**config.mk**
```make
export PLATFORM = sky130hd
export DESIGN_NAME = pipe_hazard_ctrl_flat
export DESIGN_NICKNAME = d
export VERILOG_FILES = /design/src/rtl/pipe_hazard_ctrl_pkg.sv /design/src/rtl/pipe_hazard_ctrl_if.sv /design/src/rtl/pipe_hazard_ctrl_load_use_detect.sv /design/src/rtl/pipe_hazard_ctrl.sv /design/src/flat_wrapper.sv
export SDC_FILE = /design/constraint.sdc
export NUM_CORES = 1
export LEC_CHECK = 0
export CAP_MARGIN = 40
export CELL_PAD_IN_SITES_DETAIL_PLACEMENT = 0
export CELL_PAD_IN_SITES_GLOBAL_PLACEMENT = 1
export CORE_ASPECT_RATIO = 0.7
export CORE_MARGIN = 4
export CORE_UTILIZATION = 35
export CTS_CLUSTER_DIAMETER = 150
export DETAILED_ROUTE_END_ITERATION = 12
export PLACE_DENSITY_LB_ADDON = 0.15
export SETUP_SLACK_MARGIN = 0.5
export SKIP_LAST_GASP = 1
export SLEW_MARGIN = 40
export SYNTH_ARGS = -nofsm -noshare
export SYNTH_HDL_FRONTEND = slang
export SYNTH_SLANG_ARGS = --single-unit
```
**constraint.sdc**
```tcl
create_clock -name clk_i -period 2 [get_ports clk_i]
set_input_delay 0.2 -clock clk_i [delete_from_list [all_inputs] [get_ports clk_i]]
set_output_delay 0.2 -clock clk_i [all_outputs]
set_load 0.02 [all_outputs]
```
**src/rtl/pipe_hazard_ctrl_pkg.sv**
```systemverilog
// Shared types and constants for the pipeline stall/flush controller.
// Memory-access FSM encoding and the per-stage hold/bubble control bundle.
package pipe_hazard_ctrl_pkg;

    typedef enum logic [1:0] {
        IDLE = 2'd0,
        REQ  = 2'd1,
        DONE = 2'd2,
        ERR  = 2'd3
    } state_t;

    localparam logic [4:0] REG_ZERO = 5'd0;

    typedef struct packed {
        logic pc_write;
        logic if_id_write;
        logic if_id_flush;
        logic id_ex_bubble;
        logic ex_mem_write;
        logic mem_wb_bubble;
    } hold_ctrl_t;

    // Everything enabled, nothing squashed: the free-running pipeline.
    function automatic hold_ctrl_t run_ctrl();
        hold_ctrl_t c;
        c.pc_write      = 1'b1;
        c.if_id_write   = 1'b1;
        c.if_id_flush   = 1'b0;
        c.id_ex_bubble  = 1'b0;
        c.ex_mem_write  = 1'b1;
        c.mem_wb_bubble = 1'b0;
        return c;
    endfunction

endpackage

```
**src/rtl/pipe_hazard_ctrl_if.sv**
```systemverilog
// Hazard-controller bundle: pipeline status in, stage enables/strobes out.
// The controller takes the slave view; the pipeline/datapath takes the master view.
interface pipe_hazard_ctrl_if #(
    parameter int CNT_W = 32
);
    logic             ex_mem_memread_i;
    logic             ex_mem_memwrite_i;
    logic             mem_ack_i;
    logic             id_ex_memread_i;
    logic [4:0]       id_ex_rt_i;
    logic [4:0]       if_id_rs_i;
    logic [4:0]       if_id_rt_i;
    logic             branch_taken_i;

    logic             mem_req_o;
    logic             pc_write_o;
    logic             if_id_write_o;
    logic             if_id_flush_o;
    logic             id_ex_bubble_o;
    logic             ex_mem_write_o;
    logic             mem_wb_bubble_o;
    logic             err_o;
    logic [CNT_W-1:0] stall_cnt_o;

    modport master (
        output ex_mem_memread_i, ex_mem_memwrite_i, mem_ack_i,
               id_ex_memread_i, id_ex_rt_i, if_id_rs_i, if_id_rt_i, branch_taken_i,
        input  mem_req_o, pc_write_o, if_id_write_o, if_id_flush_o,
               id_ex_bubble_o, ex_mem_write_o, mem_wb_bubble_o, err_o, stall_cnt_o
    );

    modport slave (
        input  ex_mem_memread_i, ex_mem_memwrite_i, mem_ack_i,
               id_ex_memread_i, id_ex_rt_i, if_id_rs_i, if_id_rt_i, branch_taken_i,
        output mem_req_o, pc_write_o, if_id_write_o, if_id_flush_o,
               id_ex_bubble_o, ex_mem_write_o, mem_wb_bubble_o, err_o, stall_cnt_o
    );

endinterface

```
**src/rtl/pipe_hazard_ctrl_load_use_detect.sv**
```systemverilog
// Load-use hazard: the load in ID_EX writes a register the IF_ID instruction reads.
// Register zero never carries a dependency.
module pipe_hazard_ctrl_load_use_detect
    import pipe_hazard_ctrl_pkg::*;
(
    input  logic       id_ex_memread,
    input  logic [4:0] id_ex_rt,
    input  logic [4:0] if_id_rs,
    input  logic [4:0] if_id_rt,
    output logic       lu
);

    assign lu = id_ex_memread
              && (id_ex_rt != REG_ZERO)
              && ((id_ex_rt == if_id_rs) || (id_ex_rt == if_id_rt));

endmodule

```
**src/rtl/pipe_hazard_ctrl.sv**
```systemverilog
// Central stall/flush controller for the 5-stage pipeline: sequences data-memory
// req/ack, prioritises memory stall > load-use > taken branch, counts stall cycles.
module pipe_hazard_ctrl
    import pipe_hazard_ctrl_pkg::*;
#(
    parameter int TIMEOUT = 64,
    parameter int CNT_W   = 32
) (
    input logic               clk_i,
    input logic               rst_i,
    pipe_hazard_ctrl_if.slave hz
);

    localparam int               TMR_W    = $clog2(TIMEOUT) + 1;
    localparam logic [TMR_W-1:0] TMR_LAST = TMR_W'(TIMEOUT - 1);

    state_t           state;
    state_t           state_nxt;
    state_t           state_eff;
    logic [TMR_W-1:0] timer;
    logic [TMR_W-1:0] timer_nxt;
    logic [CNT_W-1:0] stall_cnt;

    logic       acc;
    logic       mstall;
    logic       mem_req;
    logic       err;
    logic       lu;
    hold_ctrl_t ctrl;

    pipe_hazard_ctrl_load_use_detect u_load_use_detect (
        .id_ex_memread (hz.id_ex_memread_i),
        .id_ex_rt      (hz.id_ex_rt_i),
        .if_id_rs      (hz.if_id_rs_i),
        .if_id_rt      (hz.if_id_rt_i),
        .lu            (lu)
    );

    always_ff @(posedge clk_i) begin
        if (rst_i) begin
            state     <= IDLE;
            timer     <= '0;
            stall_cnt <= '0;
        end else begin
            state <= state_nxt;
            timer <= timer_nxt;
            if (mstall) begin
                stall_cnt <= stall_cnt + CNT_W'(1);
            end
        end
    end

    // While reset is asserted the outputs behave as IDLE with no access pending,
    // so a request in flight is dropped in the reset cycle itself.
    always_comb begin
        state_eff = rst_i ? IDLE : state;
        acc       = (hz.ex_mem_memread_i | hz.ex_mem_memwrite_i) & ~rst_i;
        state_nxt = state_eff;
        timer_nxt = timer;
        mstall    = 1'b0;
        mem_req   = 1'b0;
        err       = 1'b0;

        unique case (state_eff)
            IDLE: begin
                timer_nxt = '0;
                if (acc) begin
                    mstall    = 1'b1;
                    state_nxt = REQ;
                end
            end
            REQ: begin
                mem_req = 1'b1;
                mstall  = 1'b1;
                if (hz.mem_ack_i) begin
                    state_nxt = DONE;
                    timer_nxt = '0;
                end else if (timer == TMR_LAST) begin
                    state_nxt = ERR;
                end else begin
                    timer_nxt = timer + TMR_W'(1);
                end
            end
            // Release cycle: the pipeline advances and the access leaves EX_MEM,
            // so returning to IDLE unconditionally never reissues it.
            DONE: begin
                state_nxt = IDLE;
            end
            ERR: begin
                mstall = 1'b1;
                err    = 1'b1;
            end
            default: begin
                state_nxt = IDLE;
            end
        endcase
    end

    // Memory hold freezes IF_ID/ID_EX (ID_EX shares the EX_MEM enable), so
    // load-use and branch are simply re-evaluated once the stall releases.
    always_comb begin
        ctrl = run_ctrl();
        if (mstall) begin
            ctrl.pc_write      = 1'b0;
            ctrl.if_id_write   = 1'b0;
            ctrl.ex_mem_write  = 1'b0;
            ctrl.mem_wb_bubble = 1'b1;
        end else if (lu) begin
            ctrl.pc_write     = 1'b0;
            ctrl.if_id_write  = 1'b0;
            ctrl.id_ex_bubble = 1'b1;
        end else if (hz.branch_taken_i) begin
            ctrl.if_id_flush = 1'b1;
        end
    end

    assign hz.mem_req_o       = mem_req;
    assign hz.err_o           = err;
    assign hz.stall_cnt_o     = stall_cnt;
    assign hz.pc_write_o      = ctrl.pc_write;
    assign hz.if_id_write_o   = ctrl.if_id_write;
    assign hz.if_id_flush_o   = ctrl.if_id_flush;
    assign hz.id_ex_bubble_o  = ctrl.id_ex_bubble;
    assign hz.ex_mem_write_o  = ctrl.ex_mem_write;
    assign hz.mem_wb_bubble_o = ctrl.mem_wb_bubble;

endmodule

```
**src/flat_wrapper.sv**
```systemverilog
// flat-port wrapper written by rule: the top's interface ports become plain ports
module pipe_hazard_ctrl_flat import pipe_hazard_ctrl_pkg::*;
#(
    parameter int TIMEOUT = 64,
    parameter int CNT_W   = 32
)
  (clk_i, rst_i, hz_ex_mem_memread_i, hz_ex_mem_memwrite_i, hz_mem_ack_i, hz_id_ex_memread_i, hz_id_ex_rt_i, hz_if_id_rs_i, hz_if_id_rt_i, hz_branch_taken_i, hz_mem_req_o, hz_pc_write_o, hz_if_id_write_o, hz_if_id_flush_o, hz_id_ex_bubble_o, hz_ex_mem_write_o, hz_mem_wb_bubble_o, hz_err_o, hz_stall_cnt_o);
  pipe_hazard_ctrl_if #(.CNT_W(CNT_W)) hz_i ();
  input logic clk_i;
  input logic rst_i;
  input wire logic [$bits(hz_i.ex_mem_memread_i)-1:0] hz_ex_mem_memread_i;
  input wire logic [$bits(hz_i.ex_mem_memwrite_i)-1:0] hz_ex_mem_memwrite_i;
  input wire logic [$bits(hz_i.mem_ack_i)-1:0] hz_mem_ack_i;
  input wire logic [$bits(hz_i.id_ex_memread_i)-1:0] hz_id_ex_memread_i;
  input wire logic [$bits(hz_i.id_ex_rt_i)-1:0] hz_id_ex_rt_i;
  input wire logic [$bits(hz_i.if_id_rs_i)-1:0] hz_if_id_rs_i;
  input wire logic [$bits(hz_i.if_id_rt_i)-1:0] hz_if_id_rt_i;
  input wire logic [$bits(hz_i.branch_taken_i)-1:0] hz_branch_taken_i;
  output wire logic [$bits(hz_i.mem_req_o)-1:0] hz_mem_req_o;
  output wire logic [$bits(hz_i.pc_write_o)-1:0] hz_pc_write_o;
  output wire logic [$bits(hz_i.if_id_write_o)-1:0] hz_if_id_write_o;
  output wire logic [$bits(hz_i.if_id_flush_o)-1:0] hz_if_id_flush_o;
  output wire logic [$bits(hz_i.id_ex_bubble_o)-1:0] hz_id_ex_bubble_o;
  output wire logic [$bits(hz_i.ex_mem_write_o)-1:0] hz_ex_mem_write_o;
  output wire logic [$bits(hz_i.mem_wb_bubble_o)-1:0] hz_mem_wb_bubble_o;
  output wire logic [$bits(hz_i.err_o)-1:0] hz_err_o;
  output wire logic [$bits(hz_i.stall_cnt_o)-1:0] hz_stall_cnt_o;
  assign hz_i.ex_mem_memread_i = hz_ex_mem_memread_i;
  assign hz_i.ex_mem_memwrite_i = hz_ex_mem_memwrite_i;
  assign hz_i.mem_ack_i = hz_mem_ack_i;
  assign hz_i.id_ex_memread_i = hz_id_ex_memread_i;
  assign hz_i.id_ex_rt_i = hz_id_ex_rt_i;
  assign hz_i.if_id_rs_i = hz_if_id_rs_i;
  assign hz_i.if_id_rt_i = hz_if_id_rt_i;
  assign hz_i.branch_taken_i = hz_branch_taken_i;
  assign hz_mem_req_o = hz_i.mem_req_o;
  assign hz_pc_write_o = hz_i.pc_write_o;
  assign hz_if_id_write_o = hz_i.if_id_write_o;
  assign hz_if_id_flush_o = hz_i.if_id_flush_o;
  assign hz_id_ex_bubble_o = hz_i.id_ex_bubble_o;
  assign hz_ex_mem_write_o = hz_i.ex_mem_write_o;
  assign hz_mem_wb_bubble_o = hz_i.mem_wb_bubble_o;
  assign hz_err_o = hz_i.err_o;
  assign hz_stall_cnt_o = hz_i.stall_cnt_o;
  pipe_hazard_ctrl #(.TIMEOUT(TIMEOUT), .CNT_W(CNT_W)) u_core (.clk_i(clk_i), .rst_i(rst_i), .hz(hz_i));
endmodule
```
==> flow_summary.toml, run 1 <==
[logic_synthesis]
ys_seq_area_share_pct = 36.1
synth_fa_ha_area_share_pct = 1.10
yosysTopAreaCellShare_pct = 36.1
synth_flop_cell = "dfxtp_1"
synth_top_family_by_area = "simple AND/OR/NAND/NOR gates"
yosys-top-cells-area = "dfxtp_1 (36%), a21oi_1 (6.2%), xnor2_1 (4.6%)"
yosys-top-cells-count = "dfxtp_1 (41), a21oi_1 (28), nand2_1 (16)"
synth.most_common_cell = "dfxtp_1"
synth_area_per_cell_um2 = 8.43
yosys_warnings = 0
ys_ff_latch = 41
synth_compound_area_share_pct = 23.4
synth-xor-area-share_pct = 5.77
syn-cell-area_um2 = 2280
synthMuxAreaShare_pct = 1.48
yosys.area.top_type = "dfxtp_1"
async_flop_share_pct = 0
syn-num-nets = 294
synth-simple-area-share_pct = 26.7
ys_types = 51
postSynthCellCount = 270
synth_edf_count = 0

[cts]
tritoncts = "yes"
htreeDepth = 2
cts_buffers = 5
clk-insertion-delay-late_ns = 0.29
cts_sinks = 41
cts_buffer_depth = 2
cts_root_buffer = "clkbuf_8"
clk_pin_slew_ns = 0.08

[routing]
vias = 2471
post_drt_wl_per_cell_um = 16.4
drt-total-wl_um = 7270
avgViaCountPerCell = 5.57
drc = 0
firstDrtPassIters = 4
drtAntennaViolNets = 0
drt_iter0_markers = 137

[run_status]
status = "completed"

[critical_path]
crit_family = "compound AO/OA/AOI/OAI gates"
r2r_slack_ns = 0.34
max_stage_delay_ns = 0.33
cpMostUsedCell = "buf_6"
critPathMaxFanout = 7
r2r_end = "u_core.hz.stall_cnt_o[14]"
worstPathArrival_ns = 1.88
critPathLaunch = "u_core.state[1]"
path_class = "reg -> reg"
r2r-start = "u_core.state[1]"
start_kind = "register"
endpoint_kind = "register"
crit_chain = "o21ba_4 -> buf_6 -> o2111ai_4 -> buf_6 -> or3_4 -> a21oi_2"
critPathBufInv = 2
required_ns = 2.22
slowest_stage = "dfxtp_2"
r2r_cells = 6

[grt]
overflow = 0
grt_start_max_net_pins = 38
grt_pass1_vias = 2268
grt_usage_pct = 17.4
antenna_found_initial = 0
grt_first_pass_wirelength_um = 11300

[place]
place_congestion = 0.756
port_buffers = 61
hpwl_um = 4750
pre_cts_slack_ns = -0.357

[timing]
fin_crit_sh_pct = 82.9
tightest_slew_ns = 0.427
fmax_mhz = 603
hold_viol_final = 0
finClkSkew_ns = 0.00959
rsz0062_at_grt = "true"
worst_slack_ns = 0.342
period_needed_ns = 1.66
finalSetupViolations = 0
drv_slew = 0
relSlewSlack_pct = 71.5

[cells_and_area]
fillers = 566
fin_nets = 389
antenna_cells = 0
drive_gt1_share_pct = 39.1
syn2layout_area_growth_pct = 65.8
multi_input_comb_area_um2 = 1630
ff_latch_area_um2 = 892

[die]
num_rows = 24
fp.dieW_um = 104
initial_core_util_pct = 36.3
boundaryPins = 62
core_area_um2 = 6280
die_h_um = 75.5
die-area_um2 = 7880

[power]
peakVddDrop_uv = 316
power_uw = 1690
power_density_nw_per_um2 = 448
leakage_uw = 0.00171

[min_path]
hold-path-endpoint = "u_core.timer[5]"
hold_depth = 3
hp-class = "in -> reg"
hp-start = "rst_i"

[run]
maxCapViolCount = 0
==> cell usage in the layout, fill, tap and decap left out, types with 9 or more instances in the layout <==
master	synthesis	routed
dlygate4sd2_1	0	19
buf_6	3	19
a21oi_1	28	23
dlymetal6s2s_1	0	24
xnor2_1	12	12
dfxtp_4	0	12
o31ai_1	12	9
dfxtp_2	0	21
nand4_1	10	10
nand2_1	16	16
buf_4	2	29
or4_1	12	10
nor2_1	15	15
==> area by class of cell <==
type                       instances  share of cell area (%)
multi-input combinational        206                    43.2
clock buffer                       7                    2.29
sequential                        41                    23.6
inverter                           7                   0.862
tap                               78                    2.59
timing repair buffer             104                    27.3
clock inverter                     1                   0.166
==> power by group <==
group | leakage [µW] | internal [µW] | total [µW] | switching [µW]
Sequential | 0.000351 | 813 | 831 | 17.4
Combinational | 0.00131 | 145 | 281 | 136
Clock | 0.0000488 | 282 | 578 | 296
Total | 0.00171 | 1240 | 1690 | 450
==> registers in the layout, summed over array words and instances (netlist names) <==
register / count
u_core.hz.stall_cnt_o: 32
u_core.timer: 7
u_core.state: 2
==> metal layers <==
metal,global-route usage (%),wire [µm]
met2,27.8,3160
met4,2.21,13
met3,4.06,367
met1,24.9,3730
met5,0,0
==> worst reg2reg max path: stages, from the launching register on <==
cell       delay [ns]
dfxtp_2          0.33
o21ba_4          0.27
buf_6            0.14
o2111ai_4        0.19
buf_6            0.20
or3_4            0.32
a21oi_2          0.13
==> cell families (layout without fill, tap and decap cells) <==
family | after synthesis | count (layout)
multiplexers | 3 | 3
adder cells (fa/ha/maj) | 2 | 2
XOR/XNOR | 15 | 15
buffers and inverters | 24 | 119
flip-flops | 41 | 41
AO/OA/AOI/OAI | 79 | 80
AND/OR/NAND/NOR | 106 | 106
==> per-stage QoR <==
step	hold WS (ns)	setup TNS, ns	utilization, %	cell area, µm²	cells
after floorplan	0.309	0	-	2430	270
after global placement	0.463	-3.52	50.9	3190	414
after detailed placement	0.470	-3.77	50.9	3190	414
after CTS	0.463	0	55.9	3510	437
after global routing	0.465	0	60.1	3770	444
final	0.449	0	60.1	3770	444
==> worst max path at each step <==
stage	cells after the start	to	slack, ns
finish	6	u_core.hz.stall_cnt_o[14]	0.34
global route	7	u_core.hz.stall_cnt_o[16]	0.26
CTS	5	u_core.hz.stall_cnt_o[11]	0.34
detailed placement	5	hz_if_id_flush_o	-0.36
global placement	5	hz_if_id_flush_o	-0.34
floorplan	6	u_core.hz.stall_cnt_o[30]	0.39
==> timing repair <==
item / in CTS / in global routing
buffers inserted: 14 / 5
gates resized for setup: 114 / 55
gates cloned: 1 / 2
pin swaps: 25 / 27
setup endpoints to repair: 47 / 59
hold buffers: 0 / 0
No activity file was read; power rests on OpenSTA's default activity.
==> run 2, diff against run 1 <==
--- a/config.mk
+++ b/config.mk
@@ -10,7 +10,7 @@
 export CELL_PAD_IN_SITES_GLOBAL_PLACEMENT = 1
 export CORE_ASPECT_RATIO = 0.7
 export CORE_MARGIN = 4
-export CORE_UTILIZATION = 35
+export CORE_UTILIZATION = 32
 export CTS_CLUSTER_DIAMETER = 150
 export DETAILED_ROUTE_END_ITERATION = 12
 export PLACE_DENSITY_LB_ADDON = 0.15
==> constraint.sdc (replaced) <==
create_clock -name clk_i -period 1.3 [get_ports clk_i]
set_input_delay 0.13 -clock clk_i [delete_from_list [all_inputs] [get_ports clk_i]]
set_output_delay 0.13 -clock clk_i [all_outputs]
set_load 0.02 [all_outputs]
==> run 2 against run 1 <==
The run now ends with negative setup slack left; global-route usage is 2.6 points higher; worst hold slack worse by 0.037 ns; utilization is 11 points higher; flip-flop and latch count stayed put; worst setup slack worse by 0.77 ns; via count is 17% higher; clock skew is 0.0035 ns lower; sequential share of layout area is 5.1 points lower; power is 64% higher; clock power is 46% higher; non-clock buffer count is 86 higher; maximum frequency is 4.0% lower; critical path type unchanged; critical endpoint is now u_core.hz.stall_cnt_o[24]; largest cell class unchanged.
==> flow_summary.toml, run 2 (synthesis gave the netlist of run 1 again) <==
[cts]
cts_buffers = 5
clk_pin_slew_ns = 0.09
cts_buffer_depth = 2
cts_root_buffer = "clkbuf_8"
clk-insertion-delay-late_ns = 0.29
htreeDepth = 2
tritoncts = "yes"
hold_buffers = 0
cts_sinks = 41

[power]
p_seq_share_pct = 46.0
sw_frac_of_total_pct = 28.4
power_density_nw_per_um2 = 571
p_int_uw = 1980
p_comb_share_pct = 23.6
clkPwrFrac_pct = 30.5
peakVddDrop_uv = 334
p_sw_uw = 788
leakage_uw = 0.00187

[critical_path]
slowest_stage = "or3_1"
crit_chain = "and4_1 -> buf_6 -> buf_6 -> nand4_1 -> or3_1 -> a21oi_2"
r2r_end = "u_core.hz.stall_cnt_o[24]"
r2r-start = "u_core.hz.stall_cnt_o[12]"
r2r_cells = 6
start_kind = "register"
cpMostUsedCell = "buf_6"
endpoint_kind = "register"
r2r_slack_ns = -0.43
worstPathArrival_ns = 1.95
critPathMaxFanout = 6
max_stage_delay_ns = 0.46
path_class = "reg -> reg"
required_ns = 1.52

[grt]
grt_start_max_net_pins = 25
grt_pass1_vias = 2798
antenna_found_initial = 0
grt_first_pass_wirelength_um = 13600
overflow = 0
grt_usage_pct = 20.1

[die]
die_h_um = 78.6
core_area_um2 = 6820
initial_core_util_pct = 33.4
die-area_um2 = 8550
boundaryPins = 62
fp.dieW_um = 109
num_rows = 25

[timing]
hold_viol_final = 0
fin_crit_sh_pct = 133
period_needed_ns = 1.73
fmax_mhz = 579
finClkSkew_ns = 0.00613
drv_slew = 0
setup_tns_ns = -13.13
tightest_slew_ns = 0.377
worst_slack_ns = -0.427
relSlewSlack_pct = 74.8
finalSetupViolations = 48
rsz0062_at_grt = "true"

[routing]
post_drt_wl_per_cell_um = 16.6
drt_iter0_markers = 134
drt-total-wl_um = 9090
drtAntennaViolNets = 0
avgViaCountPerCell = 5.29
firstDrtPassIters = 4
vias = 2897
drc = 0

[cells_and_area]
layout_common_cells = "buf_6 (96), buf_4 (70), dfxtp_2 (25)"
largest_reg_flops = 32
antenna_cells = 0
fillers = 521
final_cell_count_no_fill = 548
final_common_cell = "buf_6"
fin_nets = 477
syn2layout_area_growth_pct = 113
drive_gt1_share_pct = 64.1

[min_path]
hold-path-endpoint = "u_core.hz.stall_cnt_o[1]"
hp-start = "rst_i"
hp-class = "in -> reg"
hold_depth = 3

[place]
place_congestion = 0.823
port_buffers = 61
place_inst = 494
hpwl_um = 5590

[run_status]
violations = "negative setup slack"
status = "complete, but fails checks"

[run]
maxCapViolCount = 0
[run 2: power by group through the flow]
stage | Sequential (µW) | Clock (µW) | Combinational (µW)
2_1_floorplan | 1310 | 0 | 226
3_3_place_gp | 1300 | 0 | 449
3_5_place_dp | 1300 | 0 | 453
4_1_cts | 1270 | 852 | 584
5_1_grt | 1280 | 908 | 691
6_report | 1270 | 844 | 653
[run 2: final cells by class]
cell class	count	area (µm²)	area share, %
multi-input combinational	208	1870	38.4
clock inverter	2	10.0	0.206
inverter	7	41.3	0.851
sequential	41	901	18.6
timing repair buffer	190	1850	38.0
tap	94	118	2.42
clock buffer	6	72.6	1.50
[run 2: layer usage]
metal | wire [µm] | track usage (%) | part of all wire (%)
met3 | 449 | 3.53 | 4.9
met4 | 82 | 4.04 | 0.90
met2 | 4050 | 31.7 | 45
met5 | 0 | 0 | 0
met1 | 4500 | 28.6 | 50
[run 2: what timing repair did]
action                     in CTS  in global routing
pin swaps                      29                 27
gates resized for setup       341                 47
setup endpoints to repair      81                 81
setup buffers                  24                 19
gates cloned                    2                  1
[run 2: through the flow]
step	hold slack [ns]	power [µW]	instance area, µm²	worst slack, ns	util [%]
6_report	0.412	2770	4850	-0.427	71.2
5_1_grt	0.420	2880	4850	-0.484	71.2
3_5_place_dp	0.464	1760	3800	-0.964	55.8
2_1_floorplan	0.227	1540	2590	-0.315	-
3_3_place_gp	0.460	1750	3800	-0.925	55.8
4_1_cts	0.404	2710	4470	-0.409	65.5
[run 2: worst max path at each step]
| stage | startpoint | endpoint | slack (ns) | depth (start not counted) |
|---|---|---|---|---|
| floorplan | u_core.hz.stall_cnt_o[1] | u_core.hz.stall_cnt_o[30] | -0.31 | 6 |
| global placement | hz_id_ex_rt_i[0] | hz_pc_write_o | -0.93 | 5 |
| detailed placement | hz_id_ex_rt_i[0] | hz_if_id_write_o | -0.96 | 5 |
| CTS | u_core.state[1] | u_core.hz.stall_cnt_o[22] | -0.41 | 5 |
| global route | u_core.hz.stall_cnt_o[12] | u_core.hz.stall_cnt_o[24] | -0.48 | 6 |
| finish | u_core.hz.stall_cnt_o[12] | u_core.hz.stall_cnt_o[24] | -0.43 | 6 |
[run 2: worst max-delay path, delay by kind of cell (launching register included)]
kind	cells	cell delay, ns
AND/OR/NAND/NOR	3	0.89
flip-flops	1	0.35
buffers and inverters	2	0.27
AO/OA/AOI/OAI	1	0.15
==> run 3, diff against run 2 <==
--- a/config.mk
+++ b/config.mk
@@ -10,9 +10,10 @@
 export CELL_PAD_IN_SITES_GLOBAL_PLACEMENT = 1
 export CORE_ASPECT_RATIO = 0.7
 export CORE_MARGIN = 4
-export CORE_UTILIZATION = 32
+export CORE_UTILIZATION = 41
 export CTS_CLUSTER_DIAMETER = 150
 export DETAILED_ROUTE_END_ITERATION = 12
+export DONT_BUFFER_PORTS = 1
 export PLACE_DENSITY_LB_ADDON = 0.15
 export SETUP_SLACK_MARGIN = 0.5
 export SKIP_LAST_GASP = 1
==> run 3 against run 2 <==
The run ends with negative hold slack, negative setup slack left; die area decreased by 20%; worst hold slack got worse by 0.53 ns; worst setup slack got worse by 0.037 ns; sequential share of layout area increased by 2.7 points; combinational power decreased by 25%; flip-flop and latch count unchanged; register-to-register slack got worse by 0.04 ns; maximum frequency decreased by 2.1%; sequential power about the same; global-route usage increased by 3.7 points; clock skew increased by 0.0061 ns; critical endpoint is now u_core.hz.stall_cnt_o[22].
==> flow_summary.toml, run 3 (synthesis gave the netlist of run 1 again) <==
[grt]
grt_pass1_vias = 2644
grt_start_max_net_pins = 42
overflow = 0
grt_usage_pct = 23.8
antenna_found_initial = 0
grt_first_pass_wirelength_um = 13200

[power]
p_seq_share_pct = 49.1
sw_frac_of_total_pct = 27.2
clkPwrFrac_pct = 31.8
power_uw = 2570
p_int_uw = 1870
p_comb_share_pct = 19.1
p_sw_uw = 698
power_density_nw_per_um2 = 603
peakVddDrop_uv = 466
leakage_uw = 0.00153

[cts]
clk_pin_slew_ns = 0.09
clk-insertion-delay-late_ns = 0.30
cts_root_buffer = "clkbuf_8"
htreeDepth = 2
cts_buffers = 5
hold_buffers = 1
cts_sinks = 41
cts_buffer_depth = 2
tritoncts = "yes"

[routing]
drt_iter0_markers = 112
avgViaCountPerCell = 5.72
dr_wl_met2_um = 4030
vias = 2656
met1_length_um = 3700
firstDrtPassIters = 4
drc = 0
drtAntennaViolNets = 0
post_drt_wl_per_cell_um = 17.7
drt-total-wl_um = 8190
top_layer_used = "met4"
routed-wl-met3_um = 440

[die]
fp.dieW_um = 97.1
die-area_um2 = 6830
die_h_um = 70.3
num_rows = 22
initial_core_util_pct = 42.8
core_area_um2 = 5310
boundaryPins = 62

[place]
place_congestion = 0.758
hpwl_um = 4960
port_buffers = 0
place_inst = 416

[critical_path]
start_kind = "register"
critPathMaxFanout = 5
critPathLaunch = "u_core.hz.stall_cnt_o[0]"
path_class = "reg -> reg"
r2r-start = "u_core.hz.stall_cnt_o[0]"
r2r_slack_ns = -0.46
required_ns = 1.46
endpoint_kind = "register"
worstPathArrival_ns = 1.93

[timing]
tightest_slew_ns = 0.401
fmax_mhz = 567
rsz0062_at_grt = "true"
worst_slack_ns = -0.464
drv_slew = 0
finClkSkew_ns = 0.0123
finalSetupViolations = 46
hold_viol_final = 30
fin_crit_sh_pct = 136
relSlewSlack_pct = 73.2
period_needed_ns = 1.76
hold_ws_ns = -0.117

[run_status]
violations = "negative hold slack, negative setup slack"
status = "complete, but fails checks"

[cells_and_area]
multi_input_comb_area_um2 = 1880
antenna_cells = 0
ff_latch_area_um2 = 906
drive_gt1_share_pct = 63.8
fillers = 340
post-route-util_pct = 80.1
largest_reg_flops = 32
fin_nets = 415
final_cell_count_no_fill = 464
layout_common_cells = "buf_6 (62), buf_4 (59), dfxtp_2 (23)"
syn2layout_area_growth_pct = 87.0
final_common_cell = "buf_6"

[run]
maxCapViolCount = 0

[min_path]
hp-start = "rst_i"
hp-class = "in -> reg"
-- run 3: cell types whose count changed in the layout (fill, tap and decap cells not counted), moves of 3 or more --
cell             delta
buf_2               -3
buf_4              -11
buf_6              -34
clkdlybuf4s50_1    -12
dlygate4sd2_1       -5
nand2_2             +3
-- run 3: timing repair --
action,CTS,global route
setup buffers,26,10
pin swaps,36,27
endpoints found under the hold margin,32,31
gates cloned,3,0
endpoints found under the setup margin,81,81
gates resized for setup,95,46
-- run 3: path summary, 6_finish.rpt --
kind	endpoint	depth (start not counted)
setup / recovery	u_core.hz.stall_cnt_o[22]	7
hold / removal	u_core.hz.stall_cnt_o[24]	1
setup reg to reg	u_core.hz.stall_cnt_o[22]	7
hold reg to reg	u_core.timer[6]	1
-- run 3: area by class of cell --
class                      count  share of cell area, %
tap                           72                   2.12
inverter                       7                  0.941
timing repair buffer         128                   29.5
clock inverter                 2                  0.235
clock buffer                   6                   1.70
sequential                    41                   21.3
multi-input combinational    208                   44.2
-- run 3: worst max-delay path: stages (launching register included) --
cell and delay, ns:
dfxtp_4 0.37, ha_4 0.13, and4_4 0.24, buf_4 0.14, o2111ai_4 0.15, buf_4 0.19
o31ai_1 0.29, a21oi_1 0.13
-- run 3: layer usage --
layer / vias to the layer above / GRT usage [%]
li1: 1300 / -
met1: 1297 / 29.7
met2: 57 / 40.4
met3: 2 / 8.48
met4: 0 / 3.43
met5: - / 0
-- run 3: power groups by stage --
| stage | Clock (µW) | Combinational (µW) | Sequential [µW] |
|---|---|---|---|
| 4_1_cts | 835 | 439 | 1270 |
| 2_1_floorplan | 0 | 226 | 1310 |
| 6_report | 816 | 490 | 1260 |
| 3_3_place_gp | 0 | 306 | 1300 |
| 5_1_grt | 904 | 518 | 1260 |
| 3_5_place_dp | 0 | 310 | 1300 |
-- run 3: per-stage QoR --
stage                     TNS [ns]  setup WS [ns]  cell area [µm²]
final                       -12.00         -0.464             4260
after global routing        -14.60         -0.502             4260
after CTS                    -9.54         -0.347             3960
after detailed placement     -8.71         -0.436             3220
after global placement       -7.80         -0.391             3220
after floorplan              -5.58         -0.315             2590
